===== src/rtl/pbit_sampler_array.sv =====
// Sequential Gibbs sampler: each enabled RUN cycle turns one p-bit's 4-bit activation into a spin
// by comparing it with a 4-bit LFSR draw, so that P(1) = act/16.
module pbit_sampler_array #(
   parameter int unsigned N    = 5,
   parameter logic [15:0] SEED = 16'hACE1
) (
   input  logic           clk,
   input  logic           rst,
   input  logic           en,
   input  logic           start,
   input  logic [7:0]     sweeps,
   input  logic [4*N-1:0] act,
   input  logic [N-1:0]   clamp_mask,
   input  logic [N-1:0]   clamp_val,
   output logic [N-1:0]   state,
   output logic [3:0]     upd_idx,
   output logic           busy,
   output logic           done,
   output logic [7:0]     sweep_cnt
);

   // A zero seed would lock the LFSR at zero forever.
   localparam logic [15:0] LfsrInit = (SEED == 16'h0000) ? 16'h0001 : SEED;
   localparam logic [3:0]  LastIdx  = 4'(N - 1);

   typedef enum logic [1:0] {StIdle, StRun, StDone} fsm_e;

   fsm_e         r_fsm;
   fsm_e         w_fsm_next;
   logic [15:0]  r_lfsr;
   logic [15:0]  w_lfsr_next;
   logic [N-1:0] r_state;
   logic [N-1:0] w_state_next;
   logic [3:0]   r_idx;
   logic [7:0]   r_cnt;
   logic [7:0]   r_target;
   logic [7:0]   w_cnt_inc;
   logic [3:0]   w_act_sel;
   logic         w_mask_sel;
   logic         w_val_sel;
   logic         w_sample;
   logic         w_step;
   logic         w_last;
   logic         w_launch;

   assign w_step      = (r_fsm == StRun) && en;
   assign w_last      = (r_idx == LastIdx);
   assign w_cnt_inc   = r_cnt + 8'd1;
   assign w_launch    = (r_fsm == StIdle) && start && (sweeps != 8'd0);
   assign w_lfsr_next = {1'b0, r_lfsr[15:1]} ^ (r_lfsr[0] ? 16'hB400 : 16'h0000);

   // Select the activation and clamp controls of the bit in its update slot.
   always_comb begin
      w_act_sel  = 4'd0;
      w_mask_sel = 1'b0;
      w_val_sel  = 1'b0;
      for (int i = 0; i < N; i++) begin
         if (r_idx == 4'(i)) begin
            w_act_sel  = act[4*i +: 4];
            w_mask_sel = clamp_mask[i];
            w_val_sel  = clamp_val[i];
         end
      end
   end

   assign w_sample = w_mask_sel ? w_val_sel : (w_act_sel > r_lfsr[3:0]);

   always_comb begin
      w_state_next = r_state;
      for (int i = 0; i < N; i++) begin
         if (r_idx == 4'(i)) begin
            w_state_next[i] = w_sample;
         end
      end
   end

   always_ff @(posedge clk or posedge rst) begin
      if (rst) begin
         r_fsm <= StIdle;
      end else begin
         r_fsm <= w_fsm_next;
      end
   end

   always_comb begin
      w_fsm_next = r_fsm;
      unique case (r_fsm)
         StIdle: begin
            if (start) begin
               w_fsm_next = (sweeps != 8'd0) ? StRun : StDone;
            end
         end
         StRun: begin
            if (w_step && w_last && (w_cnt_inc == r_target)) begin
               w_fsm_next = StDone;
            end
         end
         StDone:  w_fsm_next = StIdle;
         default: w_fsm_next = StIdle;
      endcase
   end

   always_comb begin
      busy = (r_fsm == StRun);
      done = (r_fsm == StDone);
   end

   always_ff @(posedge clk or posedge rst) begin
      if (rst) begin
         r_state  <= '0;
         r_idx    <= 4'd0;
         r_cnt    <= 8'd0;
         r_target <= 8'd0;
         r_lfsr   <= LfsrInit;
      end else if (w_launch) begin
         r_target <= sweeps;
         r_idx    <= 4'd0;
         r_cnt    <= 8'd0;
      end else if (w_step) begin
         r_state <= w_state_next;
         r_lfsr  <= w_lfsr_next;
         if (w_last) begin
            r_idx <= 4'd0;
            r_cnt <= w_cnt_inc;
         end else begin
            r_idx <= r_idx + 4'd1;
         end
      end
   end

   assign state     = r_state;
   assign upd_idx   = r_idx;
   assign sweep_cnt = r_cnt;

endmodule


===== config.mk =====
export PLATFORM = sky130hd
export DESIGN_NAME = pbit_sampler_array
export DESIGN_NICKNAME = d
export VERILOG_FILES = /design/src/rtl/pbit_sampler_array.sv
export SDC_FILE = /design/constraint.sdc
export NUM_CORES = 1
export LEC_CHECK = 0
export CAP_MARGIN = 20
export CORE_ASPECT_RATIO = 1.2
export CORE_MARGIN = 2
export CORE_UTILIZATION = 25
export DETAILED_ROUTE_END_ITERATION = 7
export PLACE_DENSITY_LB_ADDON = 0.1
export SLEW_MARGIN = 20
export SYNTH_ARGS = -nofsm -noshare
export SYNTH_HDL_FRONTEND = slang
export SYNTH_SLANG_ARGS = --single-unit

===== constraint.sdc =====
create_clock -name clk -period 3.6 [get_ports clk]
set_clock_uncertainty 0.05 [all_clocks]
set_input_delay 0.9 -clock clk [delete_from_list [all_inputs] [get_ports clk]]
set_output_delay 0.9 -clock clk [all_outputs]
set_load 0.01 [all_outputs]

==> flow_summary.ini, run 1 <==
[status]
status = finished, final reports clean

[clocking]
numCtsBuffers = 5
ctsHoldBuffers = 0
path_clk_slew_ps = 60
cts_root_buf = clkbuf_16
cts_tree = built
cts_setup_buffers = 0
ctsHtreeMaxLevel = 2
worstSkewPairLatency_ps = 280
clock-sinks = 43
cts-resized-gates = 0
clock_path_buffers = 2

[grt]
grt_pass1_vias = 2188
grt_overflow = 0
antenna_found_initial = 0
grt_max_degree = 26
grt_pass1_wl_um = 11100
grtUsageTotal_pct = 13.0

[setup_path]
crit_path_end_kind = register
rr_worst_depth = 13
cp_data_arrival_time_ps = 3380
crit_path_start_kind = register
cp_data_required_time_ps = 3720
worstSetupPathType = register to register
cp_max_fo = 10

[synthesis]
synthArstFlopShare_pct = 100
ys_ff_latch = 43
yosysWarnings = 0
netlist_instances = 280
synthFlopType = dfrtp_1
syn_nets = 331
synth_edf_count = 0
yosysSeqAreaShare_pct = 42.9
syn_avg_cell_area_sq_um = 9.04
syn_area_sq_um = 2530
synth.distinct_cells = 46

[drt]
dr_wl_met3_um = 408
vias = 2204
drtIter0Drc = 73
dr.pass1.iters = 4
wl_met1_um = 3080
vias_per_cell = 4.74
wl_per_cell_um = 14.8
top_layer = met4
detail-route-antenna-nets = 0
wl_um = 6870
wl_met2_um = 3290
drcViolationCount = 0

[sta]
fin_crit_ps = 3270
slew_violations = 0
setup_viol = 0
timing.slew.headroom_pct = 59.7
fin_crit_sh_pct = 90.8
max_slew.worst_pin.slew_ps = 600
setup_ws_ps = 332
max_freq_mhz = 306
final_hold_viol_count = 0
hold_slack_ps = 407
setup_tns_ps = 0

[run]
maxCapViolations = 0

[place]
hpwl_um = 5080
place_congestion = 0.754
io_buffers = 60
place_ws_ps = -19.6

[power_and_ir_drop]
p_leak_uw = 0.00140
finalPower_uw = 2670
vdd_ir_drop_max_mv = 0.235
p_per_area_nw_per_um2 = 765

[layout]
area_growth_syn_to_layout_pct = 37.6
final_common_cell = clkdlybuf4s50_1
diodes = 0
layout_common_cells = 60 x clkdlybuf4s50_1, 56 x nand2_1, 35 x dfrtp_1
nets = 389
drive_above_1_share_pct = 12.1

[floorplan]
fp.dieH_um = 114
die_area_sq_um = 11000
num_io_pins = 61
die_x_um = 95.9
fp-row-count = 40
core_sq_um = 9960
initial_utilization_pct = 25.4

[min_path]
hold_path_class = register to register
hold_path_depth = 2
==> cell families after synthesis <==
family | Yosys count | share of synthesized area (%)
XOR/XNOR | 11 | 3.80
AND/OR/NAND/NOR | 116 | 22.8
flip-flops | 43 | 42.9
multiplexers | 12 | 5.34
adder cells (fa/ha/maj) | 9 | 4.45
buffers and inverters | 26 | 4.00
AO/OA/AOI/OAI | 63 | 16.7
==> area by class of cell <==
| class | instances | area (sq um) |
|---|---|---|
| clock buffer | 6 | 139 |
| clock inverter | 2 | 35.0 |
| fill | 1033 | 6470 |
| inverter | 9 | 33.8 |
| multi-input combinational | 211 | 1350 |
| sequential | 43 | 1090 |
| tap | 126 | 158 |
| timing repair buffer | 68 | 681 |
==> synthesized netlist by cell type, drive strengths merged (2+ instances only) <==
cell type,number,share of area (%)
dfstp,8,8.3
and2,4,0.99
clkbuf,14,2.1
mux2,12,5.3
inv,9,1.3
nor3,6,1.2
nor2,13,1.9
dfrtp,35,35
o21a,2,0.59
nand4,3,0.74
o22ai,2,0.49
nand2b,2,0.49
nor4,3,0.74
nand3,8,2.1
a21oi,5,1.1
xnor2,7,2.4
ha,9,4.4
xor2,4,1.4
nand3b,5,1.5
o21ai,24,4.7
nand2,56,8.3
a211oi,8,2.4
a221oi,6,2.3
o2111ai,2,0.69
a31oi,2,0.49
buf,3,0.59
o31a,2,0.69
nor2b,8,2.0
o21bai,3,0.89
o31ai,3,0.89
==> flip-flops by register name, indices dropped and copies added, names as in the netlist <==
name / cells
r_lfsr: 16
upd_idx: 4
state: 5
r_target: 8
r_fsm: 2
sweep_cnt: 8
==> critical path: stages, from the launching register on <==
cell and delay, ps:
dfrtp_1 430, inv_1 120, ha_1 420, nor2b_1 180
a221oi_1 290, nor3_1 70, a211oi_1 250, a211oi_1 90
ha_1 320, nor2b_1 130, o21a_1 160, nor3_1 180
o32ai_2 170, mux2_2 290
==> per-layer routing <==
metal	global-route usage [%]	vias up
met4	4.76	0
met5	0	-
met1	15.7	1041
li1	-	1105
met3	2.90	8
met2	22.5	50
==> metrics by stage <==
stage | util [%] | instance area (sq um) | instances
2_1_floorplan | - | 2530 | 280
3_3_place_gp | 32.9 | 3280 | 456
5_1_grt | 35.0 | 3480 | 465
4_1_cts | 34.9 | 3480 | 465
6_report | 35.0 | 3480 | 465
3_5_place_dp | 33.2 | 3300 | 457
==> path summary, 6_finish.rpt <==
check,from,endpoint,slack [ps]
worst max-delay path,upd_idx[1],state[3],330
worst min-delay path,r_lfsr[6],r_lfsr[5],410
worst max register to register,upd_idx[1],state[3],330
worst min register to register,r_lfsr[6],r_lfsr[5],410
max in group asynchronous,rst,r_lfsr[11],2140
min in group asynchronous,rst,r_lfsr[8],830
==> report_power, final <==
| part | switching, uW | leakage, uW | internal, uW | total (uW) |
|---|---|---|---|---|
| clock | 183 | 0.0000868 | 345 | 528 |
| sequential | 183 | 0.000535 | 687 | 870 |
| combinational | 630 | 0.000778 | 640 | 1270 |
Note: power is estimated with default switching activity, not from simulation.
==> inputs of run 2 (changes only) <==
Settings changed: CORE_MARGIN 2 to 5.
==> flow_summary.ini, run 2 (same netlist as run 1, synthesis figures left out) <==
[sta]
fin_crit_ps = 3300
max_freq_mhz = 303
final_hold_viol_count = 0
setup_ws_ps = 296
fin_crit_sh_pct = 91.8
setup_viol = 0
timing.slew.headroom_pct = 58.2
slew_violations = 0
max_slew.worst_pin.slew_ps = 625
grt_setup_unrepaired = no

[layout]
design_area_sq_um = 3480
diodes = 0
drive_above_1_share_pct = 12.1
largest_reg_flops = 16
area_growth_syn_to_layout_pct = 37.4
layout_common_cells = 60 x clkdlybuf4s50_1, 56 x nand2_1, 35 x dfrtp_1
nets = 390
final_common_cell = clkdlybuf4s50_1
regMostFlops = r_lfsr

[drt]
dr.pass1.iters = 4
drcViolationCount = 0
vias_per_cell = 4.74
detail-route-antenna-nets = 0
vias = 2211
wl_um = 7040
drtIter0Drc = 67
wl_per_cell_um = 15.1

[clocking]
cts-resized-gates = 0
cts_setup_buffers = 0
worstSkewPairLatency_ps = 280
cts_tree = built
cts_root_buf = clkbuf_16
ctsHoldBuffers = 0
ctsHtreeMaxLevel = 2
clock_path_buffers = 2
path_clk_slew_ps = 60
numCtsBuffers = 5
clock-sinks = 43

[place]
place_ws_ps = -23.9
hpwl_um = 5220
io_buffers = 60
place_area_sq_um = 3280
place_congestion = 0.761

[floorplan]
num_io_pins = 61
initial_utilization_pct = 25.4
fp-row-count = 40
die_area_sq_um = 12300
core_sq_um = 9960
fp.dieH_um = 120
die_x_um = 102

[setup_path]
worstSetupPathType = primary input to register
crit_end = state[3]
r2r-end = state[3]
rr_worst_depth = 13
cp_data_required_time_ps = 3770
rr_startpoint = upd_idx[0]
crit_path_end_kind = register
crit_path_start_kind = primary input
cp_data_arrival_time_ps = 3470
rrSetupSlack_ps = 350
cp_max_fo = 5
startpoint = act[5]

[power_and_ir_drop]
vdd_ir_drop_max_mv = 0.208
p_leak_uw = 0.00140
finalPower_uw = 2630
p_per_area_nw_per_um2 = 756

[run]
maxCapViolations = 0

[grt]
grtUsageTotal_pct = 11.7
antenna_found_initial = 0
grt_max_degree = 26
grt_overflow = 0
grt_pass1_vias = 2319
grt_pass1_wl_um = 11500

[min_path]
hp-start = r_lfsr[7]
hold_path_depth = 2
hold_path_class = register to register

[status]
status = finished, final reports clean
==> run 2: cell types whose count changed in the layout (fill, tap and decap cells not counted) <==
cell / change
buf_4: +1
clkbuf_8: -1
clkinv_4: +1
o32ai_1: +1
o32ai_2: -1
==> run 2: worst min-delay path by stage <==
stage	end	slack (ps)
2_1_floorplan	r_lfsr[5]	380
3_3_place_gp	r_lfsr[6]	390
3_5_place_dp	r_lfsr[6]	400
4_1_cts	r_lfsr[6]	400
5_1_grt	r_lfsr[6]	420
6_report	r_lfsr[6]	400
==> run 2: where the power goes <==
| group | leakage, uW | internal, uW | switching [uW] |
|---|---|---|---|
| Combinational | 0.000782 | 629 | 618 |
| Sequential | 0.000535 | 687 | 183 |
| Clock | 0.0000838 | 327 | 187 |
==> run 2: cell type report <==
class                      instances  area (sq um)
multi-input combinational        211          1350
clock buffer                       5           125
clock inverter                     3          43.8
inverter                           9          33.8
fill                            1026          6480
sequential                        43          1090
tap                              126           158
timing repair buffer              69           688
==> run 2: worst max-delay path, stage by stage <==
cell and delay (ps):
clkdlybuf4s50_1 400, a221oi_1 290, nor3_1 70, a211oi_1 230, a211oi_1 90, ha_1 330
nor2b_1 130, o21a_1 120, nor3_1 40, o32ai_1 580, mux2_2 270
==> run 2: through the flow <==
step	utilization, %	std cells	hold WS, ps	setup TNS (ps)
global placement	33.0	457	394	0
detailed placement	33.0	457	397	-76.8
floorplan	-	280	385	0
global route	34.9	466	415	0
CTS	34.7	465	401	0
finish	34.9	466	399	0
==> run 2: layer usage <==
metal  vias to the layer above  wire length [um]  track usage, %
li1                       1108                 -               -
met1                      1046              3270            15.3
met2                        52              3310            19.1
met3                         5               395            2.83
met4                         0                59            3.45
met5                         -                 0               0
